[src/rtl/ascon_pkg.sv]
// Shared types, constants and the single-round function for the Ascon-128
// decrypt datapath and its p^b permutation core.
package ascon_pkg;

  typedef logic [63:0]      word_t;
  typedef logic [4:0][63:0] ascon_state_t;

  localparam word_t       DOMAIN_SEP = 64'h1;
  localparam int unsigned RATE_IDX   = 0;

  typedef enum logic [2:0] {
    IDLE,
    AD0_WAIT,
    AD1_WAIT,
    CT0,
    CT0_WAIT,
    DONE
  } dec_state_e;

  function automatic word_t ror64(input word_t x, input int unsigned n);
    return (x >> n) | (x << (64 - n));
  endfunction

  // One Ascon round: constant addition, bitsliced 5-bit S-box, linear diffusion.
  function automatic ascon_state_t ascon_round(input ascon_state_t s, input logic [7:0] rc);
    word_t x0, x1, x2, x3, x4, t0, t1, t2, t3, t4;
    x0 = s[0];
    x1 = s[1];
    x2 = s[2] ^ {56'h0, rc};
    x3 = s[3];
    x4 = s[4];
    x0 = x0 ^ x4;
    x4 = x4 ^ x3;
    x2 = x2 ^ x1;
    t0 = ~x0 & x1;
    t1 = ~x1 & x2;
    t2 = ~x2 & x3;
    t3 = ~x3 & x4;
    t4 = ~x4 & x0;
    x0 = x0 ^ t1;
    x1 = x1 ^ t2;
    x2 = x2 ^ t3;
    x3 = x3 ^ t4;
    x4 = x4 ^ t0;
    x1 = x1 ^ x0;
    x0 = x0 ^ x4;
    x3 = x3 ^ x2;
    x2 = ~x2;
    x0 = x0 ^ ror64(x0, 19) ^ ror64(x0, 28);
    x1 = x1 ^ ror64(x1, 61) ^ ror64(x1, 39);
    x2 = x2 ^ ror64(x2, 1) ^ ror64(x2, 6);
    x3 = x3 ^ ror64(x3, 10) ^ ror64(x3, 17);
    x4 = x4 ^ ror64(x4, 7) ^ ror64(x4, 41);
    return {x4, x3, x2, x1, x0};
  endfunction

endpackage

[src/rtl/ascon_permutation.sv]
// Ascon p^b core, one round per clock. done_o pulses ROUNDS_B edges after the
// edge that samples start_i; state_o holds the result until the next start.
module ascon_permutation
  import ascon_pkg::*;
#(
  parameter int ROUNDS_B = 6
) (
  input  logic         clk,
  input  logic         rst_n,
  input  logic         start_i,
  input  ascon_state_t state_i,
  output ascon_state_t state_o,
  output logic         done_o
);

  // p^b uses the last b of the twelve round constants.
  localparam logic [3:0] FIRST_RND = 4'(12 - ROUNDS_B);
  localparam logic [3:0] LAST_CNT  = 4'(ROUNDS_B - 1);

  logic         busy_q, busy_d;
  logic [3:0]   cnt_q, cnt_d;
  ascon_state_t st_q, st_d;
  logic         done_q, done_d;
  logic [3:0]   rnd;
  logic [7:0]   rc;

  assign rnd = FIRST_RND + cnt_q;
  assign rc  = {4'hf - rnd, rnd};

  always_comb begin
    busy_d = busy_q;
    cnt_d  = cnt_q;
    st_d   = st_q;
    done_d = 1'b0;
    if (busy_q) begin
      st_d  = ascon_round(st_q, rc);
      cnt_d = cnt_q + 4'd1;
      if (cnt_q == LAST_CNT) begin
        busy_d = 1'b0;
        done_d = 1'b1;
      end
    end else if (start_i) begin
      st_d   = state_i;
      cnt_d  = '0;
      busy_d = 1'b1;
    end
  end

  always_ff @(posedge clk or negedge rst_n) begin
    if (!rst_n) begin
      busy_q <= 1'b0;
      cnt_q  <= '0;
      st_q   <= '0;
      done_q <= 1'b0;
    end else begin
      busy_q <= busy_d;
      cnt_q  <= cnt_d;
      st_q   <= st_d;
      done_q <= done_d;
    end
  end

  assign state_o = st_q;
  assign done_o  = done_q;

endmodule

[src/rtl/ascon_decrypt.sv]
// Ascon-128 decrypt data phase: absorbs A0/A1, applies domain separation, then
// decrypts C0/C1 and returns the pre-finalization state for tag generation.
module ascon_decrypt
  import ascon_pkg::*;
#(
  parameter int ROUNDS_B = 6
) (
  input  logic             clk,
  input  logic             rst_n,
  input  logic             start,
  input  ascon_state_t     state_in,
  input  logic [1:0][63:0] associated_data,
  input  logic [1:0][63:0] ciphertext,
  output logic [1:0][63:0] plaintext,
  output ascon_state_t     state_out,
  output logic             done
);

  // start is a level request honoured only in IDLE; done is a one-cycle pulse.
  // perm_start/perm_done are single-cycle pulses: one launch, one completion.
  dec_state_e       fsm_q, fsm_d;
  ascon_state_t     s_q, s_d, sout_q, sout_d, perm_state;
  logic [1:0][63:0] pt_q, pt_d;
  logic             done_q, done_d;
  logic             perm_start_q, perm_start_d, perm_done;

  ascon_permutation #(.ROUNDS_B(ROUNDS_B)) u_perm (
    .clk    (clk),
    .rst_n  (rst_n),
    .start_i(perm_start_q),
    .state_i(s_q),
    .state_o(perm_state),
    .done_o (perm_done)
  );

  always_comb begin
    fsm_d        = fsm_q;
    s_d          = s_q;
    pt_d         = pt_q;
    sout_d       = sout_q;
    done_d       = 1'b0;
    perm_start_d = 1'b0;
    case (fsm_q)
      IDLE: if (start) begin
        s_d           = state_in;
        s_d[RATE_IDX] = state_in[RATE_IDX] ^ associated_data[0];
        perm_start_d  = 1'b1;
        fsm_d         = AD0_WAIT;
      end
      AD0_WAIT: if (perm_done) begin
        s_d           = perm_state;
        s_d[RATE_IDX] = perm_state[RATE_IDX] ^ associated_data[1];
        perm_start_d  = 1'b1;
        fsm_d         = AD1_WAIT;
      end
      AD1_WAIT: if (perm_done) begin
        s_d    = perm_state;
        s_d[4] = perm_state[4] ^ DOMAIN_SEP;
        fsm_d  = CT0;
      end
      CT0: begin
        pt_d[0]       = ciphertext[0] ^ s_q[RATE_IDX];
        s_d[RATE_IDX] = ciphertext[0];
        perm_start_d  = 1'b1;
        fsm_d         = CT0_WAIT;
      end
      // Last block: no permutation follows, finalization takes over the state.
      CT0_WAIT: if (perm_done) begin
        pt_d[1]       = ciphertext[1] ^ perm_state[RATE_IDX];
        s_d           = perm_state;
        s_d[RATE_IDX] = ciphertext[1];
        fsm_d         = DONE;
      end
      DONE: begin
        sout_d = s_q;
        done_d = 1'b1;
        fsm_d  = IDLE;
      end
      default: fsm_d = IDLE;
    endcase
  end

  always_ff @(posedge clk or negedge rst_n) begin
    if (!rst_n) begin
      fsm_q        <= IDLE;
      s_q          <= '0;
      pt_q         <= '0;
      sout_q       <= '0;
      done_q       <= 1'b0;
      perm_start_q <= 1'b0;
    end else begin
      fsm_q        <= fsm_d;
      s_q          <= s_d;
      pt_q         <= pt_d;
      sout_q       <= sout_d;
      done_q       <= done_d;
      perm_start_q <= perm_start_d;
    end
  end

  assign plaintext = pt_q;
  assign state_out = sout_q;
  assign done      = done_q;

endmodule

[config.mk]
export PLATFORM = sky130hd
export DESIGN_NAME = ascon_decrypt
export DESIGN_NICKNAME = d
export VERILOG_FILES = /design/src/rtl/ascon_pkg.sv /design/src/rtl/ascon_permutation.sv /design/src/rtl/ascon_decrypt.sv
export SDC_FILE = /design/constraint.sdc
export NUM_CORES = 2
export LEC_CHECK = 0
export CAP_MARGIN = 10
export CORE_AREA = 3 3 394 396
export DETAILED_ROUTE_END_ITERATION = 10
export DIE_AREA = 0 0 397 399
export HOLD_SLACK_MARGIN = 0.03
export PLACE_DENSITY = 0.78
export SYNTH_ARGS = -nofsm -noshare
export SYNTH_HDL_FRONTEND = slang
export SYNTH_HIERARCHICAL = 1
export SYNTH_SLANG_ARGS = --single-unit
[constraint.sdc]
create_clock -name clk -period 7.35 [get_ports clk]
set_input_delay 1.1025 -clock clk [delete_from_list [all_inputs] [get_ports clk]]
set_output_delay 1.1025 -clock clk [all_outputs]
set_load 0.05 [all_outputs]
Yosys cells after proc, flatten, opt, wreduce, memory -nomap -nowiden
Cells that the tools add are included.
{"block": "word_totals", "ff_bits": 1099, "wordCells": 116, "input_bits": 579, "out_inout_bits": 449}
{"block": "classes", "addsub": 3, "n_eq_ne": 10, "bitwise_logic": 48, "mux": 24, "n_reduce_logical": 8}
{"op": "320-bit 2-to-1 mux", "count": 6}
{"op": "64-bit bitwise XOR", "count": 25}
{"op": "256-bit case mux with 4 select lines", "count": 1}
{"op": "64-bit NOT", "count": 6}
{"op": "64-bit bitwise AND", "count": 5}
{"op": "64-bit case mux with 5 select lines", "count": 1}
{"op": "23-bit by 64-bit bitwise OR with 64-bit output", "count": 1}
{"op": "25-bit by 64-bit bitwise OR with 64-bit output", "count": 1}
{"op": "3-bit by 64-bit bitwise OR with 64-bit output", "count": 1}
{"op": "36-bit by 64-bit bitwise OR with 64-bit output", "count": 1}
{"op": "45-bit by 64-bit bitwise OR with 64-bit output", "count": 1}
{"op": "47-bit by 64-bit bitwise OR with 64-bit output", "count": 1}
{"op": "54-bit by 64-bit bitwise OR with 64-bit output", "count": 1}
{"op": "57-bit by 64-bit bitwise OR with 64-bit output", "count": 1}
{"op": "58-bit by 64-bit bitwise OR with 64-bit output", "count": 1}
{"op": "63-bit by 64-bit bitwise OR with 64-bit output", "count": 1}
{"op": "64-bit by 8-bit bitwise XOR with 64-bit output", "count": 1}
{"op": "3-bit case mux with 5 select lines", "count": 1}
{"op": "3-bit 2-to-1 mux", "count": 4}
{"op": "5-bit AND reduction", "count": 2}
{"op": "1-bit 2-to-1 mux", "count": 8}
{"op": "4-bit 2-to-1 mux", "count": 2}
{"op": "3-bit by 2-bit equality test with 1-bit output (second input constant)", "count": 2}
{"op": "3-bit equality test (second input constant)", "count": 2}
{"op": "other kinds (15)", "count": 17}

Longest topological paths before layout
{"block": "depth", "depth_word": 12, "depth_mapped": 10, "ltp_nobuf": 10}

Modules after synthesis
Netlist, hierarchy kept.
{"mod": "ascon_decrypt", "instances": 1, "seq_area_each_um2": 19343.6, "area_each_um2": 36231.0, "cells_per_inst": 3398}
{"mod": "ascon_permutation", "instances": 1, "seq_area_each_um2": 8157.8, "area_each_um2": 31337.6, "cells_per_inst": 3041}

Worst setup path before layout
OpenSTA, ideal clock, no wires.
{"block": "synth_timing", "path_type": "register to register", "start": "register u_perm.cnt_q[1]", "end": "register u_perm.st_q, in the netlist u_perm/state_o[249]", "n_path_buf": 0, "path_stages_with_launch": 10, "t_required_ns": 7.273, "setup_time_ns": 0.077, "path_slack_ns": 4.755, "period_less_slack_ns": 2.595, "arrival_ns": 2.517, "path_cell_list": "dfrtp_1 inv_1 ha_1 xor3_2 inv_1 ha_1 xnor2_2 xor2_1 xnor3_1 a21oi_1"}
{"block": "synth_between", "elab_chain_len": 9}
{"item": "start: declaration", "line_no": "ascon_permutation.sv:21", "rtl": "logic [3:0] cnt_q, cnt_d;"}
{"item": "start signal: assignment", "line_no": "ascon_permutation.sv:57", "rtl": "cnt_q <= cnt_d;"}
{"item": "3-bit by 4-bit adder with 4-bit output", "line_no": "ascon_permutation.sv:27", "rtl": "assign rnd = FIRST_RND + cnt_q;"}
{"item": "64-bit by 8-bit bitwise XOR with 64-bit output", "line_no": "ascon_pkg.sv:29", "rtl": "x2 = s[2] ^ {56'h0, rc};"}
{"item": "64-bit bitwise XOR", "line_no": "ascon_pkg.sv:34", "rtl": "x2 = x2 ^ x1;"}
{"item": "64-bit bitwise XOR", "line_no": "ascon_pkg.sv:42", "rtl": "x2 = x2 ^ t3;"}
{"item": "64-bit bitwise XOR", "line_no": "ascon_pkg.sv:47", "rtl": "x3 = x3 ^ x2;"}
{"item": "54-bit by 64-bit bitwise OR with 64-bit output", "line_no": "ascon_pkg.sv:21", "rtl": "return (x >> n) | (x << (64 - n));"}
{"item": "64-bit bitwise XOR (2 in series)", "line_no": "ascon_pkg.sv:52", "rtl": "x3 = x3 ^ ror64(x3, 10) ^ ror64(x3, 17);"}
{"item": "320-bit 2-to-1 mux", "line_no": "ascon_permutation.sv:35", "rtl": "if (busy_q) begin"}
{"item": "end signal: assignment", "line_no": "ascon_permutation.sv:58", "rtl": "st_q <= st_d;"}
{"item": "end: declaration", "line_no": "ascon_permutation.sv:22", "rtl": "ascon_state_t st_q, st_d;"}
Every way passes these cells.
A chain may end at the register's enable or synchronous reset.

Worst setup path in the final report
{"block": "layout_timing", "start": "register fsm_q[1]", "end": "register s_q[136] (netlist bit)"}
{"block": "layout_between", "elab_chain_len": 3, "elab_cells_between_ends": 11, "cone_classes": "eq/ne (7); mux (1); reduce/logical (3)"}
{"item": "start: declaration", "line_no": "ascon_decrypt.sv:21", "rtl": "dec_state_e fsm_q, fsm_d;"}
{"item": "start signal: assignment", "line_no": "ascon_decrypt.sv:92", "rtl": "fsm_q <= fsm_d;"}
{"item": "3-bit equality test (tied with other cells)", "line_no": "ascon_decrypt.sv:43", "rtl": "case (fsm_q)"}
{"item": "4-bit nonzero test (no line) (tied with other cells)"}
{"item": "5-bit AND reduction (no line)"}
{"item": "end signal: assignment", "line_no": "ascon_decrypt.sv:86", "rtl": "s_q <= '0;"}
{"item": "end signal: assignment", "line_no": "ascon_decrypt.sv:93", "rtl": "s_q <= s_d;"}
{"item": "end: declaration", "line_no": "ascon_decrypt.sv:22", "rtl": "ascon_state_t s_q, s_d, sout_q, sout_d, perm_state;"}
Several ways; a longest one is shown, not always the timed one.

==> summary.txt <==
Status
  • Result of the run: complete, no violations

Placement
  • Weighted congestion reported at the end of routability-driven placement: 1.04
  • PortBufs: 1027
  • Total half-perimeter wirelength after legalization and detailed placement: 249000 um

Setup path
  • Launch instance of the worst register-to-register path: fsm_q[1]$_DFFE_PN0P_
  • Worst Reg-to-Reg Cells: 7
  • Kind of critical path: flop to flop
  • Critical path capture point type: flop
  • Critical path arrival: 5.07 ns
  • Data required, critical path: 8.02 ns
  • Startpoint Class: flop
  • CP Launch Point: fsm_q[1]$_DFFE_PN0P_
  • Maximum fanout along the worst path: 137

Floorplan
  • Rows: 143
  • Die width: 397 um
  • Total Die Area: 158000 sq um
  • Initial standard-cell utilization of the core: 44.5%
  • Core footprint: 152000 sq um
  • I/O Pins: 1028
  • Die Y-Extent: 399 um

Clocking
  • Clock root cell: sky130_fd_sc_hd__clkbuf_16
  • Number of clock buffers inserted by TritonCTS: 132
  • Buffers from clock root to sink, at most: 3
  • CTS Sinks: 1099
  • Number of buffers added for setup after CTS: 0
  • # hold bufs at CTS: 0
  • Insertion delay to the later sink of the worst-skew pair: 0.81 ns
  • Gates resized, CTS repair: 0
  • CTS tree: done
  • Maximum level of the CTS H-tree: 4
  • Clock-pin transition on the worst setup and hold timing paths: 0.06 ns

Job
  • Max capacitance violation total: 0

Layout
  • Syn-to-layout area delta: 24.9%
  • Layout cell share with drive strength beyond 1: 10.5%
  • Number of nets at the end of the flow: 8045

Logic synthesis
  • Cells after synthesis: 6439
  • Flip-flop and latch count after synthesis: 1099
  • Synthesized area per cell: 10.5 sq um
  • Synth area leaders: sky130_fd_sc_hd__dfrtp_1 (41%), sky130_fd_sc_hd__xnor3_1 (8.3%), sky130_fd_sc_hd__nand2_1 (7.3%), sky130_fd_sc_hd__xnor2_1 (6.1%), sky130_fd_sc_hd__mux2_2 (4.7%)
  • Cell type with the largest total area after synthesis: sky130_fd_sc_hd__dfrtp_1
  • Area of the mapped netlist: 67600 sq um
  • Number of synthesized flops with an enable pin: 0
  • Sequential-to-total area share from yosys stat: 40.7%
  • Number of warnings reported in the yosys synthesis log: 6
  • Ys async rst share: 100%
  • Library cell with the highest instance count after synthesis: sky130_fd_sc_hd__nand2_1
  • Primary flip-flop cell chosen by synthesis mapping: sky130_fd_sc_hd__dfrtp_1
  • Fraction of post-synthesis cell area in the top cell type by area: 40.7%
  • Count of different cell masters after synthesis: 60
  • Net count of the mapped netlist: 7150
  • List of most frequent post-synthesis cells: sky130_fd_sc_hd__nand2_1 (1310), sky130_fd_sc_hd__dfrtp_1 (1099), sky130_fd_sc_hd__xnor2_1 (471)

STA
  • Fmax: 227 MHz
  • Count of final setup violators: 0
  • Final TNS setup: 0 ns
  • Transition time at the pin with the least slew margin: 1.35 ns
  • Tcrit/Tclk final: 59.8%
  • Worst max-slew margin expressed relative to the limit: 9.38%
  • Fin. Hold Viols: 0
  • Unrepaired setup endpoints after global routing: no
  • Setup clock skew after layout: 0.0316 ns
  • Final-report max-slew violation count: 0
  • Shortest period the worst path allows: 4.40 ns

Drt
  • Detailed Routing Iterations Pass 1: 8
  • Total wire length after detailed routing: 316000 um
  • Remaining design rule violation count: 0
  • Remaining antenna violation count: 0
  • Mean number of vias per cell: 5.79
  • Per-cell routed wire length: 33.2 um
  • Via count: 55100
  • First DRT Iteration DRCs: 6047

Global routing
  • Maximum number of pins on one net before global-route repair: 183
  • Total congestion overflow after global routing: 0
  • Overall track demand over capacity in global routing: 39.1%
  • Vias in the first global route: 53400
  • Number of antenna violations at the first check in global routing: 55
  • First-pass GRT wire length: 431000 um

Worst hold path
  • Hold WC Path Type: input port to asynchronous set/reset pin
[metrics by stage]
step	worst slack (ns)	utilization (%)	cells	hold slack, ns	area, sq um
6_report	2.95	55.6	9506	0.367	84400
5_1_grt	2.94	55.5	9498	0.391	84400
4_1_cts	3.24	55.5	9469	0.354	84300
3_5_place_dp	3.35	52.5	9228	0.461	79700
3_3_place_gp	3.42	52.5	9228	0.459	79700
2_1_floorplan	4.76	-	6439	0.457	67600
[cell families (layout without fill, tap and decap cells)]
family / count (synthesis) / after routing / synth area share [%]
fa+ha+maj: 134 / 134 / 2.48
compound gates: 1035 / 1035 / 9.59
mux: 681 / 681 / 11.2
other cells: 0 / 35 / 0
buf+inv: 497 / 1499 / 3.19
flops: 1099 / 1099 / 40.7
xor+xnor: 1146 / 1146 / 21.9
simple gates: 1847 / 1847 / 11.0
[final cells by class]
class | count | area [sq um]
antenna | 35 | 87.6
inverter | 144 | 548
tap | 2030 | 2540
fill | 13200 | 67500
sequential | 1099 | 27500
clock inverter | 52 | 711
clock buffer | 189 | 3860
timing repair buffer | 1114 | 11100
multi-input combinational | 4843 | 38000
[cell usage in the layout (no fill, tap or decap), types with 224 or more instances in the layout]
master	instances
sky130_fd_sc_hd__a211oi_1	224
sky130_fd_sc_hd__a21oi_1	233
sky130_fd_sc_hd__clkdlybuf4s50_1	1026
sky130_fd_sc_hd__dfrtp_1	1095
sky130_fd_sc_hd__mux2_1	282
sky130_fd_sc_hd__mux2_2	284
sky130_fd_sc_hd__nand2_1	1307
sky130_fd_sc_hd__nor2_1	343
sky130_fd_sc_hd__o21ai_0	249
sky130_fd_sc_hd__xnor2_1	468
sky130_fd_sc_hd__xnor3_1	250
sky130_fd_sc_hd__xor2_1	256
[critical path, stage by stage (launching register included)]
cell and delay, ns:
sky130_fd_sc_hd__dfrtp_4 1.19, sky130_fd_sc_hd__buf_4 0.56, sky130_fd_sc_hd__nor2b_4 0.24, sky130_fd_sc_hd__buf_4 0.55
sky130_fd_sc_hd__o31ai_4 0.16, sky130_fd_sc_hd__buf_12 0.25, sky130_fd_sc_hd__mux2_1 0.58, sky130_fd_sc_hd__mux2_2 0.28
[sequential cells by signal (all words and copies together), names as in the netlist]
signal / count
s_q: 320
u_perm/busy_q: 1
done: 1
u_perm/done_o: 1
perm_start_q: 1
plaintext: 128
u_perm/state_o: 320
state_out: 320
u_perm/cnt_q: 4
fsm_q: 3
[path summary, 6_finish.rpt]
check	endpoint	slack [ns]
max in group asynchronous	state_out[91]$_DFFE_PN0P_	5.20
min in group clk	state_out[54]$_DFFE_PN0P_	0.47
max reg2reg	s_q[136]$_DFFE_PN0P_	2.95
min	state_out[20]$_DFFE_PN0P_	0.37
min reg2reg	state_out[54]$_DFFE_PN0P_	0.47
max	s_q[136]$_DFFE_PN0P_	2.95
[per-layer routing]
metal	wire length, um	share of wire (%)	vias to the layer above	track usage (%)
met5	185	0.059	-	0.185
met3	30800	9.8	590	10.6
li1	-	-	23700	-
met4	15900	5.0	24	17.6
met2	139000	44	2950	59.0
met1	129000	41	27800	52.7
Power is not shown: default switching activity piles up to over one toggle a cycle in this logic, so the estimate is an artifact.
